[src/rtl/multdiv_unit.sv]
// Multi-cycle signed multiplier/divider: one shift-add or restoring-divide
// step per clock, with a registered result held until the next completion.
module multdiv_unit #(
  parameter int WIDTH = 32
) (
  input  logic             clock,
  input  logic             reset,
  input  logic [WIDTH-1:0] data_operandA,
  input  logic [WIDTH-1:0] data_operandB,
  input  logic             ctrl_MULT,
  input  logic             ctrl_DIV,
  output logic [WIDTH-1:0] data_result,
  output logic             data_exception,
  output logic             data_resultRDY,
  output logic             busy
);

  localparam int CNT_W = $clog2(WIDTH) + 1;

  typedef enum logic [1:0] {IDLE, MUL, DIV, DONE} state_t;

  state_t             state, state_next;
  logic [CNT_W-1:0]   counter;
  logic [2*WIDTH-1:0] acc;
  logic [WIDTH:0]     mag_b;
  logic               sign_res, div_zero, div_ovf;

  logic               start, iterating, iter_done;
  logic [WIDTH-1:0]   mag_a_in;
  logic [WIDTH:0]     mag_b_in;
  logic [WIDTH:0]     add_sum, rem_shift, rem_diff;
  logic [2*WIDTH-1:0] acc_step, prod;
  logic [WIDTH-1:0]   quotient;
  logic               mul_exc;

  assign start     = ctrl_MULT | ctrl_DIV;
  assign iterating = (state == MUL) || (state == DIV);
  assign iter_done = iterating && (counter == CNT_W'(WIDTH));

  // |A| fits WIDTH unsigned bits (|-2^(W-1)| = 2^(W-1)); |B| keeps the extra
  // bit so it compares directly against the (WIDTH+1)-bit partial remainder.
  assign mag_a_in = data_operandA[WIDTH-1] ? -data_operandA : data_operandA;
  assign mag_b_in = data_operandB[WIDTH-1] ? -{1'b1, data_operandB}
                                           : {1'b0, data_operandB};

  // Multiply: acc = {partial product high, remaining multiplier bits}.
  // Divide:   acc = {partial remainder, dividend bits / quotient bits}.
  assign add_sum   = {1'b0, acc[2*WIDTH-1:WIDTH]} + mag_b;
  assign rem_shift = acc[2*WIDTH-1:WIDTH-1];
  assign rem_diff  = rem_shift - mag_b;

  // NOTE: every always_comb output gets a default first so no latch is inferred.
  always_comb begin
    acc_step = acc;
    if (state == MUL) begin
      acc_step = acc[0] ? {add_sum, acc[WIDTH-1:1]}
                        : {1'b0, acc[2*WIDTH-1:WIDTH], acc[WIDTH-1:1]};
    end else if (state == DIV) begin
      acc_step = (rem_shift >= mag_b) ? {rem_diff[WIDTH-1:0], acc[WIDTH-2:0], 1'b1}
                                      : {rem_shift[WIDTH-1:0], acc[WIDTH-2:0], 1'b0};
    end
  end

  assign prod     = sign_res ? -acc : acc;
  assign quotient = sign_res ? -acc[WIDTH-1:0] : acc[WIDTH-1:0];
  assign mul_exc  = !((&prod[2*WIDTH-1:WIDTH-1]) || !(|prod[2*WIDTH-1:WIDTH-1]));

  // NOTE: sequential state uses non-blocking assignments so every register
  // samples pre-edge values regardless of statement order.
  always_ff @(posedge clock or posedge reset) begin
    if (reset) state <= IDLE;
    else       state <= state_next;
  end

  always_comb begin
    state_next = state;
    if (ctrl_MULT)     state_next = MUL;
    else if (ctrl_DIV) state_next = DIV;
    else begin
      case (state)
        MUL, DIV: if (iter_done) state_next = DONE;
        DONE:     state_next = IDLE;
        default:  state_next = IDLE;
      endcase
    end
  end

  always_comb begin
    busy           = (state != IDLE);
    data_resultRDY = (state == DONE);
  end

  always_ff @(posedge clock or posedge reset) begin
    if (reset) begin
      counter        <= '0;
      acc            <= '0;
      mag_b          <= '0;
      sign_res       <= 1'b0;
      div_zero       <= 1'b0;
      div_ovf        <= 1'b0;
      data_result    <= '0;
      data_exception <= 1'b0;
    end else if (start) begin
      counter  <= '0;
      acc      <= {{WIDTH{1'b0}}, mag_a_in};
      mag_b    <= mag_b_in;
      sign_res <= data_operandA[WIDTH-1] ^ data_operandB[WIDTH-1];
      div_zero <= (data_operandB == '0);
      div_ovf  <= (data_operandA == {1'b1, {(WIDTH-1){1'b0}}}) && (data_operandB == '1);
    end else if (iter_done) begin
      if (state == MUL) begin
        data_result    <= prod[WIDTH-1:0];
        data_exception <= mul_exc;
      end else if (div_zero) begin
        data_result    <= '0;
        data_exception <= 1'b1;
      end else if (div_ovf) begin
        data_result    <= {1'b1, {(WIDTH-1){1'b0}}};
        data_exception <= 1'b1;
      end else begin
        data_result    <= quotient;
        data_exception <= 1'b0;
      end
    end else if (iterating) begin
      acc     <= acc_step;
      counter <= counter + CNT_W'(1);
    end
  end

endmodule

[config.mk]
export PLATFORM = sky130hd
export DESIGN_NAME = multdiv_unit
export DESIGN_NICKNAME = d
export VERILOG_FILES = /design/src/rtl/multdiv_unit.sv
export SDC_FILE = /design/constraint.sdc
export NUM_CORES = 1
export LEC_CHECK = 0
export ABC_AREA = 0
export CAP_MARGIN = 20
export CORE_MARGIN = 2
export CORE_UTILIZATION = 50
export DETAILED_ROUTE_END_ITERATION = 8
export GPL_TIMING_DRIVEN = 0
export PLACE_DENSITY_LB_ADDON = 0.3
export RECOVER_POWER = 50
export SETUP_SLACK_MARGIN = 0.05
export SYNTH_ARGS = -nofsm -noshare
export SYNTH_HDL_FRONTEND = slang
export SYNTH_SLANG_ARGS = --single-unit
[constraint.sdc]
create_clock -name clock -period 5.2 [get_ports clock]
set_input_delay 1.56 -clock clock [delete_from_list [all_inputs] [get_ports clock]]
set_output_delay 1.56 -clock clock [all_outputs]
set_load 0.05 [all_outputs]
======== Word-level counts from Yosys, hierarchy flattened ========
Cells that the tools add are included.
storage, ports and cells
  word-level logic and storage cells ...... 68
  register bits after elaboration ......... 141
  output and inout port bits .............. 35
  input port bits ......................... 68
cells by class
  order comparisons ....................... 1
  add/sub/neg operators ................... 7
  mux-type cells .......................... 24
  reductions and logical operators ........ 16
  equality and inequality tests ........... 8
  bitwise gates (word level) .............. 3
operators by type and width
  cell                  number
  $mux 64               8
  $mux 32               5
  $eq 32x32->1 const B  2
  $neg 32->32           2
  $neg 64->64           1
  $add 32x33->33        1
  $ge 33x33->1          1
  $mux 33               1
  $neg 33->33           1
  $reduce_and 33->1     1
  $reduce_or 33->1      1
  $logic_not 32->1      1
  $sub 32x32->32        1
  $mux 6                3
  $mux 2                4
  $add 6x1->6 const B   1
  $eq 6x6->1 const B    1
  $eq 2x2->1 const B    2
  $ne 4x4->1 const B    1
  $reduce_and 2->1      2
  $reduce_bool 2->1     2
  $mux 1                3
  $reduce_and 3->1      1
  $reduce_bool 3->1     1
  9 further kinds       12

======== Logic depth before layout (Yosys ltp) ========
  word-level depth ........................ 7
  depth in mapped cells ................... 15
  depth with buffers taken out ............ 14

======== Least setup slack after synthesis ========
OpenSTA, ideal clock, no wires.
  path type ............................... input to register
  start point ............................. input data_operandA[9]
  end point ............................... register acc[30]
  stages on the path ...................... 8
  data arrival time ....................... 4.229 ns
  buffers on the path ..................... 0
  data required time ...................... 5.067 ns
  path slack .............................. 0.838 ns
  cell sequence ........................... or4_1 > or2_2 > or3_1 > or4_1 > or3_1 > o41ai_1 > xor2_1 > o21ai_0
between the ends
  cells in the longest elaborated chain, start to end .. 3
ends and longest elaborated chain
  element                 line  source
  start: declaration      8     input logic [WIDTH-1:0] data_operandA,
  $neg 32->32             42    assign mag_a_in = data_operandA[WIDTH-1] ? -data_operandA : data_operandA;
  $mux 32                 42
  $mux 64                 103   end else if (start) begin
  end signal: assignment  105   acc <= {{WIDTH{1'b0}}, mag_a_in};
  end signal: assignment  125   acc <= acc_step;
  end: declaration        24    logic [2*WIDTH-1:0] acc;
Every way passes these cells.
A chain may end at the register's enable or synchronous reset.

======== Worst setup path in the final report ========
  start point ............................. register acc[36]
  end point ............................... register acc[33]
between the ends
  cells in the longest elaborated chain, start to end .. 7
ends and longest elaborated chain
  element       line  source
  $ge 33x33->1  59    acc_step = (rem_shift >= mag_b) ? {rem_diff[WIDTH-1:0], acc[WIDTH-2:0], 1'b1}
  $mux 64       59
  $mux 64       58    end else if (state == DIV) begin
  $mux 64       55    if (state == MUL) begin
  $mux 64       124   end else if (iterating) begin
  $mux 64       110   end else if (iter_done) begin
  $mux 64       103
Every way passes these cells. The select of a mux whose other input is x is not followed.

==> flow_metrics.env <==
export IMPL_antennaDiodeCount=0
export IMPL_instances_no_fill=2214
export IMPL_first_pass_iters=8
export IMPL_worst_r2r_setup_slack_ns=0.37
export IMPL_synthCells=1737
export IMPL_hp_class="reg2reg"
export IMPL_die_area_sq_um=28400
export IMPL_final_max_slew_viol_count=110
export IMPL_syn_area_sq_um=13500
export IMPL_avgSynthCellArea_sq_um=7.80
export IMPL_relSlewSlack_pct=-27.9
export IMPL_antenna_found_initial=0
export IMPL_tns_ns=0
export IMPL_leakagePower_uw=0.00660
export IMPL_hold_depth=2
export IMPL_antenna_left=0
export IMPL_finClkSkew_ns=0.0146
export IMPL_hold_violations=0
export IMPL_ys_types=78
export IMPL_setup_viol=0
export IMPL_grt_max_degree=41
export IMPL_dp_cells=2182
export IMPL_io_pins=103
export IMPL_cpMaxStageDelayCell="clkbuf_1"
export IMPL_vias_per_cell=6.51
export IMPL_reg2reg_depth=13
export IMPL_failed_checks="DRC, capacitance limit, slew limit"
export IMPL_synth_main_ff_cell="dfrtp_1"
export IMPL_hp_start="data_result[21]$_DFFE_PP0P_"
export IMPL_required_ns=5.47
export IMPL_status="finished with violations"
export IMPL_r2r_start="acc[36]$_DFFE_PP0P_"
export IMPL_drt_iter0_drc=1648
export IMPL_ctsLongestPathBuffers=2
export IMPL_min_to="data_result[21]$_DFFE_PP0P_"
export IMPL_max_slew_worst_pin_slew_ns=1.92
export IMPL_root_buffer="clkbuf_16"
export IMPL_critPathLaunchType="flop"
export IMPL_grt_pass1_vias=13700
export IMPL_synth_edf_count=0
export IMPL_cts_tree="done"
export IMPL_dieWidth_microns=169
export IMPL_syn_num_nets=1882
export IMPL_drc=1
export IMPL_synth_warnings=0
export IMPL_grt_usage_pct=34.1
export IMPL_fp_row_count=60
export IMPL_crit_arrival_ns=5.09
export IMPL_vdd_ir_drop_max_uv=239
export IMPL_critical_path_class="reg2reg"
export IMPL_path_cells="ha_1 -> and3_1 -> nand2_1 -> o21bai_1 -> a21oi_1 -> o31ai_1 -> a211oi_2 -> or2_2 -> clkbuf_1 -> clkbuf_1 -> mux2_2 -> o211ai_1 -> a21oi_1"
export IMPL_gp_congestion=0.988
export IMPL_design_core_area_sq_um=26800
export IMPL_rsz0062_at_grt="false"
export IMPL_io_buffer_count=101
export IMPL_die_h_microns=169
export IMPL_dp_hpwl_mm=37.9
export IMPL_p_per_area_nw_per_um2=261
export IMPL_final_cell_mix="nand2_1, o21ai_0, dfrtp_1, xor2_1, clkbuf_1"
export IMPL_cp_max_fo=10
export IMPL_cts_made_buffers=17
export IMPL_drive_gt1_share_pct=4.22
export IMPL_finalPower_uw=4090
export IMPL_fin_nets=2005
export IMPL_worstSetupEndpointType="flop"
export IMPL_slowest_delay_ns=0.58
export IMPL_cap_violations=3
export IMPL_areaGrowthSynthToFinish_pct=15.6
export IMPL_mostFrequentLayoutCell="nand2_1"
export IMPL_route_detailed_wl_per_inst_microns=21.8
export IMPL_hold_ws_ns=0.476
export IMPL_min_period_ns=4.83
export IMPL_start_util_pct=50.5
export IMPL_max_freq_mhz=207
export IMPL_fin_crit_sh_pct=92.8
export IMPL_ys_seq_elements=141
export IMPL_post_cts_buffers=0
export IMPL_clkTransAtPathRegs_ns=0.08
export IMPL_cts_htree_levels=4
export IMPL_ys_seq_area_share_pct=26.1
export IMPL_grt_pass1_wl_mm=76.5
export IMPL_clk_latency_ns=0.45
export IMPL_drt_wl_total_mm=48.3
export IMPL_synthArstFlopShare_pct=100
export IMPL_cts_sinks=141
export IMPL_r2r_end="acc[33]$_DFFE_PP0P_"
export IMPL_grt_overflow=0
export IMPL_fin_util_pct=58.4
export IMPL_vias=14400
==> worst max-delay path, delay by kind of cell (launching register included) <==
kind	cells	cell delay, ns
AOI/OAI and AO/OA	6	1.65
muxes	1	0.40
DFF	1	0.52
buffers and inverters	2	1.05
adders and majority gates	1	0.44
and+or+nand+nor	3	0.58
==> through the flow <==
stage,instance area (sq um),setup slack [ns]
3_3_place_gp,15000,0.0206
6_report,15700,0.373
3_5_place_dp,15000,0.00791
4_1_cts,15700,0.245
2_1_floorplan,13500,0.838
5_1_grt,15700,0.187
==> flip-flops by register name (all words and copies together), names as in the netlist <==
register / cells
acc: 64
counter: 6
mag_b: 33
sign_res: 1
div_ovf: 1
state: 2
data_result: 32
div_zero: 1
data_exception: 1
==> routing by layer <==
metal | global-route usage, % | up-vias | wire (microns)
li1 | - | 6583 | -
met1 | 45.3 | 6895 | 20100
met2 | 54.5 | 782 | 21700
met3 | 6.27 | 160 | 4240
met4 | 15.2 | 0 | 2210
met5 | 0 | - | 0
==> logic make-up (layout without fill, tap and decap cells) <==
| group | Yosys count | after routing | synth area share (%) |
|---|---|---|---|
| adders and majority gates | 77 | 77 | 7.22 |
| DFF | 141 | 141 | 26.1 |
| muxes | 62 | 62 | 4.70 |
| and+or+nand+nor | 563 | 563 | 20.7 |
| xor gates and xnor gates | 164 | 164 | 10.6 |
| buffers and inverters | 183 | 319 | 5.15 |
| AOI/OAI and AO/OA | 547 | 547 | 25.5 |
==> cells in the mapped netlist (45+ instances only) <==
cell      count  area, sq um
o211ai_1     45          338
xor2_1      118         1030
dfrtp_1     141         3530
nand3_1      48          240
o21ai_0     200         1000
inv_1        70          263
a21oi_1      96          480
xnor2_1      46          403
nand2_1     209          785
mux2i_1      49          490
ha_1         75          938
clkbuf_1     97          364
nor2_1       90          338
==> report_power, final <==
| part | total, uW | switching [uW] | internal [uW] |
|---|---|---|---|
| Clock | 1330 | 633 | 699 |
| Combinational | 1460 | 926 | 535 |
| Sequential | 1300 | 122 | 1180 |
| Total | 4090 | 1680 | 2410 |
==> cell type report <==
type / count / area, sq um
fillers: 2495 / 11100
well taps: 341 / 427
clock buffers: 17 / 425
multi-input cells: 1413 / 9330
plain buffers: 112 / 430
flip-flops and latches: 141 / 3530
inverters: 71 / 268
clock inverters: 15 / 198
repair buffers: 104 / 1050
==> what timing repair did <==
item	in CTS	in global routing
resized for setup	0	2
setup endpoints to repair	0	4
hold buffers	0	0
==> how the worst max path moves through the flow <==
stage / startpoint / end / slack, ns / cells past startpoint
floorplan: data_operandA[9] / acc[30]$_DFFE_PP0P_ / 0.84 / 8
global placement: data_operandA[7] / acc[30]$_DFFE_PP0P_ / 0.02 / 9
detailed placement: data_operandA[7] / acc[30]$_DFFE_PP0P_ / 0.008 / 9
CTS: acc[36]$_DFFE_PP0P_ / acc[33]$_DFFE_PP0P_ / 0.24 / 13
global route: reset / mag_b[18]$_DFFE_PP0N_ / 0.19 / 3
finish: acc[36]$_DFFE_PP0P_ / acc[33]$_DFFE_PP0P_ / 0.37 / 13
(Power assumes the default switching activity.)
